[src/rtl/bitser_min_ctrl_pkg.sv]
// bitser_pkg: shared types for the bit-serial minimum-select sequencer.
package bitser_pkg;
    typedef enum logic [1:0] {IDLE, SHIFT, DONE} state_t;
endpackage

[src/rtl/bitser_min_ctrl_lsb_prio_enc.sv]
// lsb_prio_enc: index of the lowest set bit of an N-bit mask, plus a nonzero flag.
module lsb_prio_enc #(
    parameter int N = 3,
    localparam int IW = N > 2 ? $clog2(N) : 1
) (
    input  logic [N-1:0]  mask,
    output logic [IW-1:0] idx,
    output logic          valid
);
    always_comb begin
        idx = '0;
        for (int i = N - 1; i >= 0; i--)
            if (mask[i]) idx = IW'(i);
        valid = |mask;
    end
endmodule

[src/rtl/bitser_min_ctrl.sv]
// bitser_min_ctrl: streams the minimum of NUM operands MSB-first by narrowing an alive mask
// one bit position per clock; whole words are never compared.
module bitser_min_ctrl
    import bitser_pkg::*;
#(
    parameter int WIDTH = 8,
    parameter int NUM = 3,
    localparam int IDXW = NUM > 2 ? $clog2(NUM) : 1
) (
    input  logic                 clk,
    input  logic                 rst,
    input  logic                 in_valid,
    output logic                 in_ready,
    input  logic [NUM*WIDTH-1:0] in_data,
    output logic                 ser_valid,
    output logic                 ser_bit,
    output logic                 ser_last,
    output logic                 out_valid,
    input  logic                 out_ready,
    output logic [WIDTH-1:0]     out_min,
    output logic [IDXW-1:0]      out_idx,
    output logic [NUM-1:0]       out_mask
);
    localparam int CW = WIDTH > 1 ? $clog2(WIDTH) : 1;
    typedef logic [NUM-1:0] mask_t;
    typedef logic [WIDTH-1:0] word_t;

    state_t state, nxt;
    word_t [NUM-1:0] sh;
    mask_t alive, msb, zeros, alive_nxt;
    logic [CW-1:0] cnt;
    logic [IDXW-1:0] enc_idx;
    logic enc_valid;

    for (genvar k = 0; k < NUM; k++) begin : g_msb
        assign msb[k] = sh[k][WIDTH-1];
    end

    // Only narrow when some alive operand has a 0 here, so alive never empties.
    assign zeros = alive & ~msb;
    assign alive_nxt = |zeros ? zeros : alive;

    lsb_prio_enc #(.N(NUM)) u_enc (
        .mask(alive_nxt),
        .idx(enc_idx),
        .valid(enc_valid)
    );

    always_comb begin
        nxt = state;
        in_ready = 1'b0;
        ser_valid = 1'b0;
        ser_bit = 1'b0;
        ser_last = 1'b0;
        out_valid = 1'b0;
        case (state)
            IDLE: begin
                in_ready = 1'b1;
                nxt = in_valid ? SHIFT : IDLE;
            end
            SHIFT: begin
                ser_valid = 1'b1;
                ser_bit = ~|zeros;
                ser_last = cnt == '0;
                nxt = cnt == '0 ? DONE : SHIFT;
            end
            DONE: begin
                out_valid = 1'b1;
                nxt = out_ready ? IDLE : DONE;
            end
            default: nxt = IDLE;
        endcase
    end

    always_ff @(posedge clk) begin
        if (rst) begin
            state <= IDLE;
            sh <= '0;
            alive <= '0;
            cnt <= '0;
            out_min <= '0;
            out_idx <= '0;
            out_mask <= '0;
        end else begin
            state <= nxt;
            if (state == IDLE && in_valid) begin
                sh <= in_data;
                alive <= '1;
                cnt <= CW'(WIDTH - 1);
                out_min <= '0;
            end else if (state == SHIFT) begin
                for (int k = 0; k < NUM; k++)
                    sh[k] <= sh[k] << 1;
                alive <= alive_nxt;
                out_min <= WIDTH'({out_min, ser_bit});
                cnt <= cnt - CW'(1);
                if (cnt == '0) begin
                    out_mask <= alive_nxt;
                    out_idx <= enc_valid ? enc_idx : '0;
                end
            end
        end
    end
endmodule

[config.mk]
export PLATFORM = sky130hd
export DESIGN_NAME = bitser_min_ctrl
export DESIGN_NICKNAME = d
export VERILOG_FILES = /design/src/rtl/bitser_min_ctrl_pkg.sv /design/src/rtl/bitser_min_ctrl_lsb_prio_enc.sv /design/src/rtl/bitser_min_ctrl.sv
export SDC_FILE = /design/constraint.sdc
export NUM_CORES = 1
export LEC_CHECK = 0
export CORE_MARGIN = 5
export CORE_UTILIZATION = 48
export CTS_CLUSTER_DIAMETER = 150
export CTS_CLUSTER_SIZE = 30
export DETAILED_ROUTE_END_ITERATION = 10
export HOLD_SLACK_MARGIN = 0.03
export MAX_ROUTING_LAYER = met4
export PLACE_DENSITY = 0.77
export SLEW_MARGIN = 20
export SYNTH_ARGS = -nofsm -noshare
export SYNTH_HDL_FRONTEND = slang
export SYNTH_SLANG_ARGS = --single-unit
[constraint.sdc]
create_clock -name clk -period 1.4 [get_ports clk]
set_input_delay 0.28 -clock clk [delete_from_list [all_inputs] [get_ports clk]]
set_output_delay 0.28 -clock clk [all_outputs]
set_load 0.005 [all_outputs]
# Word-level counts from Yosys, hierarchy flattened
# Cells that the tools add are included.
totals:
  reg_bits: 45
  in_bits: 28
  output_inout_bits: 18
  wordCells: 44
op_classes:
  add_sub_neg: 1
  eq_ne: 2
  muxes: 20
  bitwise: 3
  n_reduce_logical: 9
op_table:
  columns: ["op", "count"]
  rows:
  - ["24-bit two-way mux", 2]
  - ["3-bit two-way mux", 5]
  - ["2-bit two-way mux", 6]
  - ["1-bit two-way mux", 6]
  - ["2-bit case mux with 3 select lines", 1]
  - ["3-bit OR reduction", 2]
  - ["3-bit bitwise AND", 1]
  - ["3-bit logical NOT", 1]
  - ["3-bit inverter", 1]
  - ["3-bit AND reduction", 1]
  - ["3-bit by 1-bit subtractor with 3-bit output, second input constant", 1]
  - ["2-bit by 1-bit == test with 1-bit output, second input constant", 1]
  - ["2-bit == test, second input constant", 1]
  - ["2-bit logical NOT", 1]
  - ["2-bit nonzero test", 1]
  - ["2-bit OR reduction", 1]
  - ["1-bit logical AND", 1]
  - ["1-bit logical NOT", 1]
  - ["1-bit inverter", 1]

# Logic depth before layout (Yosys ltp)
# Gate-level depths: netlist of the first run.
depth:
  ltp_word: 8
  ltp_mapped: 7
  depth_no_buf: 6

# Cells and area by module
# From an unflattened synthesis of the first run, not the netlist that was laid out.
hier_totals:
  cells_unflattened: 222
  hier_area_um2: 2064.5
modules_own_cells:
  columns: ["module", "instances", "cells_each", "area_each_um2"]
  rows:
  - ["bitser_min_ctrl", 1, 219, 2044.5]
  - ["lsb_prio_enc", 1, 3, 20.0]

# Worst setup path before layout of the first run
# OpenSTA, ideal clock, no wires.
synth_timing:
  path_type: "flip-flop to output port"
  startpoint: "register state[1]"
  endpoint: "output port ser_bit"
  arrival_time_ns: 1.025
  slack_ns: 0.095
  stages_incl_launch_ff: 8
  path_buffers: 3
  path_cell_list: "dfxtp_1 buf_6 nand2b_4 buf_12 inv_6 buf_12 nand4_4 inv_1"
synth_between:
  elab_chain_len: 2
synth_lines:
  columns: ["item", "line_no", "rtl"]
  rows:
  - ["from (decl)", "bitser_min_ctrl.sv:28", "state_t state, nxt;"]
  - ["from (signal assigned)", "bitser_min_ctrl.sv:85", "state <= nxt;"]
  - ["2-bit by 1-bit == test with 1-bit output", "bitser_min_ctrl.sv:56", "case (state)"]
  - ["1-bit two-way mux", "bitser_min_ctrl.sv:56", null]
  - ["to (decl)", "bitser_min_ctrl.sv:16", "output logic ser_bit,"]
# Every way passes these cells.

# Final worst setup path of the first run
layout_timing:
  startpoint: "register cnt[0]"
  endpoint: "output port ser_last"
layout_between:
  elab_chain_len: 2
layout_lines:
  columns: ["item", "line_no", "rtl"]
  rows:
  - ["from (decl)", "bitser_min_ctrl.sv:31", "logic [CW-1:0] cnt;"]
  - ["from (signal assigned)", "bitser_min_ctrl.sv:89", "cnt <= CW'(WIDTH - 1);"]
  - ["from (signal assigned)", "bitser_min_ctrl.sv:96", "cnt <= cnt - CW'(1);"]
  - ["3-bit logical NOT", "bitser_min_ctrl.sv:64", "ser_last = cnt == '0;"]
  - ["1-bit two-way mux", "bitser_min_ctrl.sv:56", null]
  - ["to (decl)", "bitser_min_ctrl.sv:17", "output logic ser_last,"]
# Every way passes these cells.

==> out/metrics.cfg, run 1 <==
[synthesis]
synth_cell_types = 40
synth_edf_count = 0
synth_area_mm2 = 0.002027
synth_ff_type = dfxtp_1
syn_nets = 253
async_reset_ff_share_pct = 0
synth_seq_cells = 45
syn_avg_cell_area_um2 = 9.089
yosys_warnings = 0
ys_seq_area_share_pct = 44.44
postSynthCellCount = 223

[global_routing]
grt_max_degree = 24
grt_usage_pct = 19.62
antenna_found_initial = 0
grt-ovfl-total = 0
grt_pass1_vias = 1831
grt_first_pass_wirelength_um = 8314

[worst_setup_path]
r2r_cells = 3
required_ns = 1.12
r2r_end = sh[9]$_SDFFE_PP0P_
crit_fanout = 2
critPathCaptureType = output port
critical_path_class = reg2out
reg2reg_slack_ns = 0.02
cp.arrival_ns = 1.15
cp-start-kind = register
r2r-start = state[1]$_SDFF_PP0_

[placement]
place.gp.congestion = 0.8344
dp_hpwl_um = 3470
dpl_cell_area_mm2 = 0.002621
portBuffers = 45

[route]
drt-pass1-iter-count = 4
ant_nets = 0
viasPerCell = 5.442
post_drt_wl_per_cell_um = 15.35
drt_iter0_drc = 97
drc = 0
vias = 1921
drt-total-wl_um = 5417

[clocking]
cts.reportedPaths.clkPinSlew_ns = 0.08
cts_tree = built
clockBufferDepth = 2
clk_latency_ns = 0.30
cts_max_level = 2
cts_made_buffers = 5
root_buffer = clkbuf_8
clkSinkCount = 45

[run]
maxCapViolCount = 0

[pwr]
p_leak_nw = 1.217
power_w = 0.003445
powerDensity_mw_per_mm2 = 1170
peakVddDrop_mv = 0.7015

[finish]
num_antenna_cells = 0
utilization_pct = 72.59
fin_area_mm2 = 0.002945
area_delta_synth_final_pct = 45.31
drive_above_1_share_pct = 32.01
num-fill-cells = 311
final_net_count = 332

[sta]
slew-limit-headroom_pct = 73.55
finalClockSkew_ns = 0.007024
finalSetupViolations = 2
period_needed_ns = 1.427
rsz0062_at_grt = true
final-hold-violation-count = 0
max_slew.worst_pin.slew_ns = 0.3946
whs_ns = 0.4525
fmax_mhz = 700.9
maxSlewViolCount = 0
setup_ws_ns = -0.02676
finalCritPeriodShare_pct = 101.9

[floorplanning]
core-area_mm2 = 0.004058
die_y_um = 74.99
die_x_um = 74.99
floorplan.initialDensity_pct = 49.95
io_pins = 46
rows = 23
fp.dieArea_mm2 = 0.005623

[worst_hold_path]
whs_endpoint = out_min[7]$_SDFFE_PP0N_
holdPathStages = 2
min_path_type = reg2reg
min-delay-start = out_min[7]$_SDFFE_PP0N_

[status]
violations = setup timing
run_status = finished with violations

==> report_power, final <==
group	internal, W	total [W]	switching [W]	leakage (nW)
Combinational	0.000493	0.000935	0.000442	0.782
Clock	0.000582	0.00103	0.000446	0.0585
Sequential	0.00141	0.00148	0.0000743	0.377
Total	0.00248	0.00344	0.000962	1.22
==> layout make-up <==
type | count | area (um2) | share of cell area, %
clock inverter | 1 | 30.03 | 1.020
inverter | 9 | 45.04 | 1.529
tap | 50 | 62.56 | 2.124
timing repair buffer | 86 | 749.5 | 25.45
timing repair inverter | 1 | 5.005 | 0.1699
sequential | 45 | 920.9 | 31.27
multi-input combinational | 154 | 1046 | 35.51
clock buffer | 7 | 86.33 | 2.931
==> what timing repair did <==
action / 4_1_cts / 5_1_grt
hold buffers: 0 / 0
buffers inserted: 8 / 3
pin swaps: 1 / 2
setup endpoints to repair: 40 / 36
gates cloned: 0 / 4
gates resized for setup: 57 / 18
==> logic make-up (layout without fill, tap and decap cells) <==
logic type | after synthesis | count (layout) | share of synthesized area [%]
adders and majority gates | 2 | 2 | 1.234
AOI/OAI and AO/OA | 76 | 77 | 26.67
DFF | 45 | 45 | 44.44
and+or+nand+nor | 73 | 75 | 18.52
buffers and inverters | 27 | 104 | 9.135
==> cells in the mapped netlist, types with 2 or more instances <==
cell	n	area, um2
ha_1	2	25.02
o22ai_1	21	131.4
buf_4	4	30.03
a21oi_1	11	55.05
nand2_1	20	75.07
a22oi_1	3	22.52
clkbuf_1	3	11.26
a2111oi_2	3	45.04
nand2b_1	4	25.02
buf_2	5	25.02
nor2_1	32	120.1
nor2b_1	3	18.77
nand3b_1	6	45.04
inv_1	6	22.52
dfxtp_1	45	900.9
a211oi_1	21	157.7
buf_6	3	33.78
o21ai_0	8	40.04
buf_12	2	40.04
==> routing by layer <==
| metal | routed length (um) | vias up | track usage [%] |
|---|---|---|---|
| li1 | - | 956 | - |
| met4 | 64 | 0 | 6.324 |
| met3 | 342 | 7 | 5.073 |
| met1 | 2293 | 900 | 23.74 |
| met2 | 2716 | 58 | 31.82 |
| met5 | 0 | - | - |
==> cells in the final DEF (no fill, tap or decap), types with 2 or more instances in the layout <==
master and n:
a2111oi_2 3, a211oi_1 19, a211oi_2 2, a21oi_1 11
a221oi_2 2, a22oi_1 3, buf_2 2, buf_4 38
buf_6 6, clkbuf_8 6, clkdlybuf4s50_1 26, dfxtp_1 31
dfxtp_2 13, dlygate4sd2_1 13, inv_1 2, inv_2 3
nand2_1 20, nand2b_1 4, nand3b_1 6, nor2_1 32
nor2b_1 2, o21ai_0 7, o21ba_4 2, o22ai_1 19
o22ai_2 2, or2b_4 3
==> worst max path at each step <==
stage                   startpoint  endpoint  slack [ns]  cells past startpoint
3_3_place_gp   cnt[0]$_SDFFE_PP0P_  ser_last       -0.25                      5
6_report       cnt[0]$_SDFFE_PP0P_  ser_last       -0.03                      5
2_1_floorplan  state[1]$_SDFF_PP0_   ser_bit         0.1                      7
5_1_grt        cnt[1]$_SDFFE_PP0P_  ser_last       -0.09                      5
3_5_place_dp   cnt[0]$_SDFFE_PP0P_  ser_last       -0.27                      5
4_1_cts        cnt[0]$_SDFFE_PP0P_  ser_last       -0.03                      5
==> through the flow <==
stage / worst slack [ns] / TNS [ns] / std cells
4_1_cts: -0.03193 / -0.03193 / 346
5_1_grt: -0.09012 / -0.2540 / 353
2_1_floorplan: 0.09508 / 0 / 223
3_3_place_gp: -0.2512 / -5.555 / 330
3_5_place_dp: -0.2735 / -7.012 / 330
6_report: -0.02676 / -0.02807 / 353
==> state kept, by name, indices dropped and copies added (netlist names) <==
signal    flops
out_min       8
out_mask      3
state         2
msb           3
alive         3
out_idx       2
cnt           3
sh           21
==> worst max-delay path, cell delays in order, from the launching register on <==
cell and delay (ns):
dfxtp_2 0.33, inv_2 0.07, ha_4 0.14, nand4bb_4 0.14
inv_4 0.08, buf_6 0.09
Note: power is estimated with default switching activity, not from simulation.
==> run 2, diff against run 1 <==
clock period = 1.5 ns   (was 1.4 ns; I/O delays follow)
==> out/metrics.cfg, run 2 (synthesis gave the netlist of run 1 again) <==
[clocking]
cts_max_level = 2  ; unchanged
clkSinkCount = 45  ; unchanged
clk_latency_ns = 0.30  ; about the same
cts.reportedPaths.clkPinSlew_ns = 0.08  ; about the same
cts_made_buffers = 5  ; unchanged
root_buffer = clkbuf_8
clockBufferDepth = 2  ; unchanged
ctsHoldBuffers = 0  ; unchanged
cts_tree = built

[sta]
finalClockSkew_ns = 0.005630  ; -0.001394 ns
rsz0062_at_grt = true
setup_ws_ns = 0.01398  ; +0.04074 ns
maxSlewViolCount = 0  ; unchanged
finalSetupViolations = 0  ; -2
finalCritPeriodShare_pct = 99.07
slew-limit-headroom_pct = 55.95  ; -18 points
final-hold-violation-count = 0  ; unchanged
whs_ns = 0.4628  ; +0.01026 ns
max_slew.worst_pin.slew_ns = 0.6600  ; +0.2654 ns
fmax_mhz = 672.9
period_needed_ns = 1.486

[worst_setup_path]
r2r_cells = 5  ; +2
cp.arrival_ns = 1.19  ; +0.04 ns
reg2reg_slack_ns = 0.07  ; +0.05 ns
cp_slowest_cell = dfxtp_2
critical_path_class = reg2out
critPathMostFrequentCell = buf_6
crit_fanout = 4  ; +2
r2r-start = state[0]$_SDFF_PP0_
cpPeakStageDelay_ns = 0.36  ; +0.03 ns
critPathCaptureType = output port
cp-start-kind = register
path_cells = nand2b_4 -> clkinv_4 -> buf_6 -> nand4_4 -> inv_2 -> buf_6
required_ns = 1.20  ; +0.08 ns
r2r_end = sh[21]$_SDFFE_PP0P_

[finish]
num_antenna_cells = 0  ; unchanged
drive_above_1_share_pct = 24.91  ; -7.1 points
area_delta_synth_final_pct = 38.27
most-common-layout-cells = clkdlybuf4s50_1 (38), dfxtp_1 (35), nor2_1 (32)
top_register = sh
final_net_count = 318  ; -4.2%
final_common_cell = clkdlybuf4s50_1
largest_reg_flops = 21  ; unchanged
utilization_pct = 69.07  ; -3.5 points
largestRegisters = sh (21), out_min (8)

[route]
post_drt_wl_per_cell_um = 13.81  ; -10%
drt_iter0_drc = 89  ; -8.2%
drc = 0  ; unchanged
drt-pass1-iter-count = 7  ; +3
viasPerCell = 5.404  ; -0.69%
ant_nets = 0  ; unchanged
drt-total-wl_um = 4680  ; -14%
vias = 1832  ; -4.6%

[global_routing]
antenna_found_initial = 0  ; unchanged
grt_pass1_vias = 1661  ; -9.3%
grt-ovfl-total = 0  ; unchanged
grt_max_degree = 24  ; unchanged
grt_first_pass_wirelength_um = 7500  ; -9.8%
grt_usage_pct = 17.78  ; -1.8 points

[worst_hold_path]
holdPathStages = 2  ; unchanged
min-delay-start = out_min[7]$_SDFFE_PP0N_
whs_endpoint = out_min[7]$_SDFFE_PP0N_
min_path_type = reg2reg

[floorplanning]
die_y_um = 74.99  ; unchanged
rows = 23  ; unchanged
die_x_um = 74.99  ; unchanged
core-area_mm2 = 0.004058  ; unchanged
fp.dieArea_mm2 = 0.005623  ; unchanged
io_pins = 46  ; unchanged
floorplan.initialDensity_pct = 49.95  ; unchanged

[pwr]
pwr-share-comb_pct = 24.9  ; -2.2 points
intPower_w = 0.002262  ; -8.9%
power_w = 0.003103  ; -9.9%
p_leak_nw = 1.103  ; -9.4%
powerDensity_mw_per_mm2 = 1107  ; -5.4%
power_switching_share_pct = 27.09  ; -0.85 points
seqPwrFrac_pct = 44.6  ; +1.6 points
p_clk_share_pct = 30.5  ; +0.6 points
peakVddDrop_mv = 0.7205  ; +2.7%
power_switching_w = 0.0008403  ; -13%

[placement]
place_ws_ns = -0.1700  ; +0.1035 ns
place.gp.congestion = 0.8038  ; -3.7%
dp_hpwl_um = 3232  ; -6.9%
portBuffers = 45  ; unchanged

[run]
maxCapViolCount = 0  ; unchanged

[status]
run_status = finished, final reports clean

## run 2: cell types whose count changed in the layout (fill, tap and decap cells not counted), sizes merged
cell           previous run  this run
clkdlybuf4s50            26        38
buf                      46        33
clkinvlp                  2         0
clkbuf                    7         9
inv                       6         7
or2b                      3         1
o21ba                     2         1
dlygate4sd2              13         1
dlymetal6s2s              1         2
## run 2: cell type report
type	instances	area [um2]
Clock buffer	7	86.33
Clock inverter	1	30.03
Fill cell	351	1255
Inverter	9	41.29
Multi-Input combinational cell	151	983.4
Sequential cell	45	915.9
Tap cell	50	62.56
Timing Repair Buffer	76	683.2
## run 2: metrics by stage
step,area (um2),setup TNS [ns],instances
2_1_floorplan,2027,0,223
3_3_place_gp,2591,-2.269,326
3_5_place_dp,2591,-3.610,326
4_1_cts,2739,-0.1673,336
5_1_grt,2803,-0.06658,339
6_report,2803,0,339
## run 2: power groups by stage
| stage | Combinational, W | Sequential (W) | Clock, W |
|---|---|---|---|
| detailed placement | 0.000715 | 0.00140 | 0 |
| finish | 0.000771 | 0.00138 | 0.000947 |
| floorplan | 0.000470 | 0.00139 | 0 |
| global placement | 0.000702 | 0.00140 | 0 |
| CTS | 0.000731 | 0.00138 | 0.000964 |
| global route | 0.000851 | 0.00140 | 0.00101 |
## run 2: worst max path at each step
stage                   startpoint                  end
2_1_floorplan  state[1]$_SDFF_PP0_              ser_bit
3_3_place_gp   cnt[0]$_SDFFE_PP0P_             ser_last
3_5_place_dp              in_valid  sh[21]$_SDFFE_PP0P_
4_1_cts        cnt[0]$_SDFFE_PP0P_             ser_last
5_1_grt        state[1]$_SDFF_PP0_              ser_bit
6_report       state[1]$_SDFF_PP0_              ser_bit
## run 2: repair_timing
item                                    in CTS  in global routing
pin swaps                                    1                  1
setup buffers                                2                  3
resized for setup                           18                 23
endpoints found under the setup margin       6                 13
## run 2: layer usage
layer	GRT usage, %	vias up	wire length [um]
met5	-	-	0
met4	6.324	0	62
met3	4.406	7	359
met2	27.47	54	2207
met1	22.58	847	2050
li1	-	924	-
## run 2: critical path: cells and delay by family, from the launching register on
kind,cells,cell delay (ns)
buffers and inverters,4,0.30
DFF,1,0.36
and+or+nand+nor,2,0.22
